### config.mk
export PLATFORM = sky130hd
export DESIGN_NAME = register_file
export DESIGN_NICKNAME = d
export VERILOG_FILES = /design/src/rtl/register_file_pkg.sv /design/src/rtl/register_file_rdport.sv /design/src/rtl/register_file.sv
export SDC_FILE = /design/constraint.sdc
export NUM_CORES = 2
export LEC_CHECK = 0
export CORE_UTILIZATION = 30
export CTS_CLUSTER_SIZE = 8
export DETAILED_ROUTE_END_ITERATION = 12
export RECOVER_POWER = 50
export SYNTH_ARGS = -nofsm -noshare
export SYNTH_HDL_FRONTEND = slang
export SYNTH_SLANG_ARGS = --single-unit
### constraint.sdc
create_clock -name clk -period 8.3 [get_ports clk]
set_input_delay 1.66 -clock clk [delete_from_list [all_inputs] [get_ports clk]]
set_output_delay 1.66 -clock clk [all_outputs]
set_load 0.05 [all_outputs]
### src/rtl/register_file_pkg.sv
// Shared types for the register file: clear-sweep FSM states and address-width helper.
package register_file_pkg;

  typedef enum logic {
    RF_IDLE,
    RF_CLEAR
  } rf_state_t;

  function automatic int rf_addr_width(input int depth);
    return (depth < 2) ? 1 : $clog2(depth);
  endfunction

endpackage

### src/rtl/register_file_rdport.sv
// One registered read port with zero-entry masking and optional write forwarding.
// Forwarding is compiled in when REGFILE_BYPASS_EN is defined.
module register_file_rdport
  import register_file_pkg::*;
#(
  parameter int WIDTH     = 32,
  parameter int AW        = 5,
  parameter bit ZERO_REG0 = 1'b1
) (
  input  logic             clk,
  input  logic             rst_n,
  input  logic [AW-1:0]    raddr,
  input  logic [WIDTH-1:0] mem_data,
  input  logic             wr_ok,
  input  logic [AW-1:0]    waddr,
  input  logic [WIDTH-1:0] wdata,
  output logic [WIDTH-1:0] rdata
);

`ifdef REGFILE_BYPASS_EN
  localparam bit BYPASS = 1'b1;
`else
  localparam bit BYPASS = 1'b0;
`endif

  logic [WIDTH-1:0] rdata_reg;
  logic [WIDTH-1:0] rdata_next;

  // wr_ok already excludes dropped writes and the hard-wired zero entry.
  always_comb begin
    rdata_next = mem_data;
    if (ZERO_REG0 && raddr == '0) begin
      rdata_next = '0;
    end else if (BYPASS && wr_ok && waddr == raddr) begin
      rdata_next = wdata;
    end
  end

  always_ff @(posedge clk) begin
    if (!rst_n) begin
      rdata_reg <= '0;
    end else begin
      rdata_reg <= rdata_next;
    end
  end

  assign rdata = rdata_reg;

endmodule

### src/rtl/register_file.sv
// Register file: one write port, two registered read ports, sequential clear sweep.
// Optional same-edge write forwarding via REGFILE_BYPASS_EN (see register_file_rdport).
module register_file
  import register_file_pkg::*;
#(
  parameter int WIDTH     = 32,
  parameter int DEPTH     = 32,
  parameter bit ZERO_REG0 = 1'b1,
  localparam int AW       = rf_addr_width(DEPTH)
) (
  input  logic             clk,
  input  logic             rst_n,
  input  logic             we,
  input  logic [AW-1:0]    waddr,
  input  logic [WIDTH-1:0] wdata,
  input  logic [AW-1:0]    raddr_a,
  output logic [WIDTH-1:0] rdata_a,
  input  logic [AW-1:0]    raddr_b,
  output logic [WIDTH-1:0] rdata_b,
  input  logic             clr,
  output logic             busy,
  output logic             wr_drop
);

  localparam logic [AW-1:0] LAST = AW'(DEPTH - 1);

  logic [WIDTH-1:0] mem_reg [DEPTH];
  rf_state_t        state_reg;
  logic [AW-1:0]    cnt_reg;
  logic             busy_reg;
  logic             wr_drop_reg;

  logic             zero_hit;
  logic             wr_ok;

  // Writes to the hard-wired zero entry vanish without counting as drops.
  assign zero_hit = ZERO_REG0 && (waddr == '0);
  assign wr_ok    = (state_reg == RF_IDLE) && we && !zero_hit;

  always_ff @(posedge clk) begin
    if (!rst_n) begin
      state_reg   <= RF_IDLE;
      cnt_reg     <= '0;
      busy_reg    <= 1'b0;
      wr_drop_reg <= 1'b0;
      for (int i = 0; i < DEPTH; i++) begin
        mem_reg[i] <= '0;
      end
    end else begin
      wr_drop_reg <= (state_reg == RF_CLEAR) && we && !zero_hit;
      case (state_reg)
        RF_IDLE: begin
          if (wr_ok) begin
            mem_reg[waddr] <= wdata;
          end
          if (clr) begin
            state_reg <= RF_CLEAR;
            busy_reg  <= 1'b1;
            cnt_reg   <= '0;
          end
        end
        RF_CLEAR: begin
          mem_reg[cnt_reg] <= '0;
          cnt_reg          <= cnt_reg + 1'b1;
          if (cnt_reg == LAST) begin
            state_reg <= RF_IDLE;
            busy_reg  <= 1'b0;
          end
        end
        default: begin
          state_reg <= RF_IDLE;
          busy_reg  <= 1'b0;
        end
      endcase
    end
  end

  assign busy    = busy_reg;
  assign wr_drop = wr_drop_reg;

  logic [AW-1:0]    raddr_arr [2];
  logic [WIDTH-1:0] rdata_arr [2];

  assign raddr_arr[0] = raddr_a;
  assign raddr_arr[1] = raddr_b;

  for (genvar gi = 0; gi < 2; gi++) begin : g_rdport
    register_file_rdport #(
      .WIDTH     (WIDTH),
      .AW        (AW),
      .ZERO_REG0 (ZERO_REG0)
    ) u_rdport (
      .clk      (clk),
      .rst_n    (rst_n),
      .raddr    (raddr_arr[gi]),
      .mem_data (mem_reg[raddr_arr[gi]]),
      .wr_ok    (wr_ok),
      .waddr    (waddr),
      .wdata    (wdata),
      .rdata    (rdata_arr[gi])
    );
  end

  assign rdata_a = rdata_arr[0];
  assign rdata_b = rdata_arr[1];

endmodule

# Word-level counts from Yosys, hierarchy flattened
# Memories as Yosys holds them, arrays and structs flattened. A register that Yosys moved wholly into a read port is not among the register bits.
# Cells that the tools add are included.
# Widths: inputs -> output; s select.
classes:
  addsub: 1
  n_eq_ne: 3
  mux: 22
  n_bitwise: 2
  n_reduce_logical: 13
op_table:
  columns: ["operator", "count"]
  rows:
  - ["$mux 32", 2]
  - ["$reduce_or 32->1", 2]
  - ["$logic_not 5->1", 3]
  - ["$mux 5", 3]
  - ["$mux 1", 14]
  - ["$pmux 5 s2", 1]
  - ["$add 5x1->5 const B", 1]
  - ["$eq 5x5->1 const B", 1]
  - ["$logic_and 1x1->1", 4]
  - ["$pmux 1 s2", 2]
  - ["$reduce_or 2->1", 2]
  - ["$ne 2x1->1 const B", 1]
  - ["$ne 2x2->1 const B", 1]
  - ["$not 1->1", 2]
  - ["$reduce_and 2->1", 1]
  - ["$logic_not 1->1", 1]
totals:
  reg_bits: 8
  ram_bits: 1024
  input_bits: 51
  output_inout_bits: 66
  wordCells: 46
  n_memories: 1
mem_list:
  columns: ["memory", "words", "word_bits", "rd", "rd_ports_with_merged_regs", "wr", "line", "source"]
  rows:
  - ["mem_reg", 32, 32, 2, 2, 32, "register_file.sv:27", "logic [WIDTH-1:0] mem_reg [DEPTH];"]

# Longest topological paths before layout
logic_depth:
  word_depth: 10
  depth_mapped: 8

# Modules after synthesis
# From an unflattened synthesis, not the netlist that was laid out.
unflattened:
  hier_cells: 5038
  hier_area_um2: 57378.8
modules_own_cells:
  columns: ["mod", "instances", "cells_each", "area_each_um2", "seq_area_each_um2"]
  rows:
  - ["register_file", 1, 4824, 55351.8, 30909.6]
  - ["register_file_rdport", 2, 107, 1013.5, 640.6]

# Worst setup path after synthesis
# No wires, ideal clock.
synth_path:
  path_kind: "input -> register"
  start: "in rst_n"
  end: "mem mem_reg[8][0], enable pin"
  setup_ns: 0.466
  arrival_time_ns: 4.997
  slack_ns: 2.838
  path_stages: 7
  path_buffers: 3
  path_cell_list: "buf_2 -> and3_1 -> a21oi_4 -> nand2_1 -> buf_2 -> buf_2 -> o21ai_0"
synth_rtl:
  columns: ["element", "line", "source"]
  rows:
  - ["start, declared", "register_file.sv:12", "input logic rst_n,"]
  - ["end, declared", "register_file.sv:27", null]

# Worst setup path after layout
layout_path:
  start: "in raddr_a[0]"
  end: "reg g_rdport[0].u_rdport.rdata_reg[13] (read register of mem_reg)"
layout_between:
  elab_chain_len: 2
layout_rtl:
  columns: ["element", "line", "source"]
  rows:
  - ["start, declared", "register_file.sv:16", "input logic [AW-1:0] raddr_a,"]
  - ["$logic_not 5->1", "register_file_rdport.sv:32", "if (ZERO_REG0 && raddr == '0) begin"]
  - ["$reduce_or 2->1 (no line)", null, null]
  - ["end, declared", "register_file_rdport.sv:26", "logic [WIDTH-1:0] rdata_reg;"]
# Several ways; a longest one is shown, not always the timed one.
# A chain may end at the register's enable or synchronous reset.

==> results.md <==
- Outcome: complete, but fails checks
- Failing checks: max-capacitance violations, max-slew violations
- Drt drc: 0
- Sequential cell area: 32200 sq um
- Setup Skew: 36.8 ps
- RD Place Congestion: 0.908
- CP delay by family, top: simple AND/OR/NAND/NOR gates
- Total Power: 14.1 mW
- RSZ-0062 raised after global routing: no
- Setup TNS: 0 ps
- Clock insertion delay at the later pin of the skew report: 810 ps
- First-pass GRT wire length: 301 mm
- Largest net degree at the start of global routing: 86
- Area contributors post-synth: edfxtp_1 (55%), mux2i_1 (9.9%), mux4_2 (9.6%)
- CP Max Fanout: 59
- Number of DRC markers in iteration 0: 5498
- Grt ovf: 0
- Hpwl dp: 130 mm
- Fin. max-slew vios: 805
- Mean routed wirelength per cell: 31.6 microns
- Die area: 187000 sq um
- Placed Area: 59300 sq um
- Slew of the pin with the lowest slew margin: 3280 ps
- Placed cell count: 6486
- CP max stage cell: nor2_1
- CTS Buf Count: 155
- Layout Utilization: 34.6%
- Max cap viols: 26
- Rel. slew slack: -119%
- Setup CP Type: in -> reg
- Number of flops mapped to enable cells by yosys: 1024
- Vias in the first global route: 40400
- Final count of hold timing violations: 0
- Clock transition at path regs: 40 ps
- Design area: 63500 sq um
- Share of layout cells above drive strength 1: 13.7%
- Seq cells post-synth: 1096
- CP most frequent cell: nor2_1
- Final Non-Filler Cells: 6749
- Vias/cell: 6.06
- CTS Hold Buffers Added: 0
- Multi-input logic area: 21500 sq um
- Synth area leader: edfxtp_1
- Tcrit/Tclk final: 79.0%
- Core Area: 183000 sq um
- Crit. End Element: flip-flop
- WP buf/inv: 2
- Fraction of registers with async set/reset: 0%
- Nets: 4232
- CTS Root Cell: clkbuf_16
- Layout filler cell count: 17800
- # H-tree levels: 4
- Crit path DAT: 7230 ps
- Synth warn: 0
- Post-synthesis instance total: 4240
- DRT antenna net count: 0
- CP Launch Type: primary input
- Hold Crit Class: reg -> reg
- Pwr Density: 222 nW/um^2
- DRT Pass-1 Iters: 6
- Synth top area share: 55.3%
- Initial Util: 30.3%
- Max FFs per register: 1024
- CTS tree: done
- P_leak: 21.5 nW
- Clock Sinks: 1096
- Clk buf depth: 3
- Critical Path RT: 8970 ps
- Top_reg_cell synth: edfxtp_1
- Area growth from synthesis to layout: 14.3%
- Max VDD drop: 209 uV
- Die X-Extent: 432 microns
- Die Y: 432 microns
- Fmax: 153 MHz
- Flop-to-flop setup slack: 2920 ps
- Initial antenna violation count: 15
- IO Port Bufs: 116
- Io pins: 117
- Worst stage delay on the critical path: 2600 ps
- Synthesized area per cell: 13.1 sq um
- GRT Util Overall: 22.4%
- Row cnt: 157
- # Post-CTS Setup Buffers: 0
- Vias: 40900
- Cell Area, Synth: 55600 sq um
- Tmin final: 6550 ps
- Post-CTS Resized: 0
- Final setup viols: 0
- Register area share after synthesis: 57.9%
- Routed WL: 213 mm
- Library cells used by synthesis: 48
- Ordered cell list for the critical path: buf_8 > buf_4 > nor2_1 > nor2_1 > nand3_1 > nand4_1
layout make-up:
type	count	area share, %
antenna	14	0.0552
clock inverter	17	0.495
tap	2464	4.85
inverter	2	0.0118
sequential	1096	50.7
multi-input combinational	2669	33.8
timing repair buffer	255	3.54
clock buffer	232	6.56
synthesized netlist by cell type, drive strengths merged (4+ instances only):
master / number
buf: 305
nand3: 199
nand4: 70
nor3: 801
a22o: 31
nor3b: 4
and3: 28
mux4: 238
edfxtp: 1024
clkbuf: 199
a32oi: 7
mux2i: 549
a31oi: 31
nor2b: 14
dfxtp: 72
a22oi: 291
nor2: 207
o21ai: 35
a21oi: 36
and2: 8
nand2: 69
where the power goes:
part | total (mW) | switching (mW) | internal (mW)
clock | 5.99 | 2.50 | 3.49
sequential | 6.41 | 0.132 | 6.28
combinational | 1.68 | 1.19 | 0.491
total | 14.1 | 3.82 | 10.3
metal layers:
| metal | vias to the layer above | GRT usage, % | share of wire [%] |
|---|---|---|---|
| met5 | - | 0 | 0.038 |
| met4 | 12 | 15.5 | 8.0 |
| met3 | 664 | 5.81 | 11 |
| met2 | 2713 | 35.1 | 46 |
| met1 | 20900 | 26.9 | 35 |
| li1 | 16600 | - | - |
logic make-up (layout without fill, tap and decap cells):
group / Yosys count / in the layout / synth area share (%)
flops: 1096 / 1096 / 57.9
mux: 787 / 787 / 19.5
xor+xnor: 1 / 1 / 0.0158
simple gates: 1409 / 1409 / 12.4
other cells: 1 / 46 / 0.00675
buf+inv: 506 / 506 / 4.33
fa+ha+maj: 2 / 2 / 0.0450
compound gates: 438 / 438 / 5.67
per-stage QoR:
step	hold slack [ps]	setup slack [ps]
after floorplan	555	2840
after global placement	498	2850
after detailed placement	509	2880
after CTS	520	3710
after global routing	559	1830
final	508	1750
layout by cell type, fill, tap and decap left out, drive strengths merged, types with 42 or more instances in the layout:
cell type,netlist,final
buf,305,125
edfxtp,1024,1024
clkdlybuf4s50,0,42
nor3,801,801
mux2i,549,549
a22oi,291,291
dfxtp,72,72
nand2,69,69
nand4,70,70
nand3,199,199
dlygate4sd3,0,68
nor2,207,207
clkbuf,199,252
mux4,238,238
path summary, 6_finish.rpt:
path / end / depth (start not counted) / from
worst max-delay path: g_rdport[0].u_rdport.rdata[13] / 6 / raddr_a[0]
worst min-delay path: busy / 2 / busy
worst max register to register: mem_reg[18][18] / 6 / state_reg
worst min register to register: busy / 2 / busy
worst min-delay path, stage by stage (launching register included):
cell	delay (ps)
dfxtp_1	320
a21oi_1	60
nor2b_1	90
(Power assumes the default switching activity.)
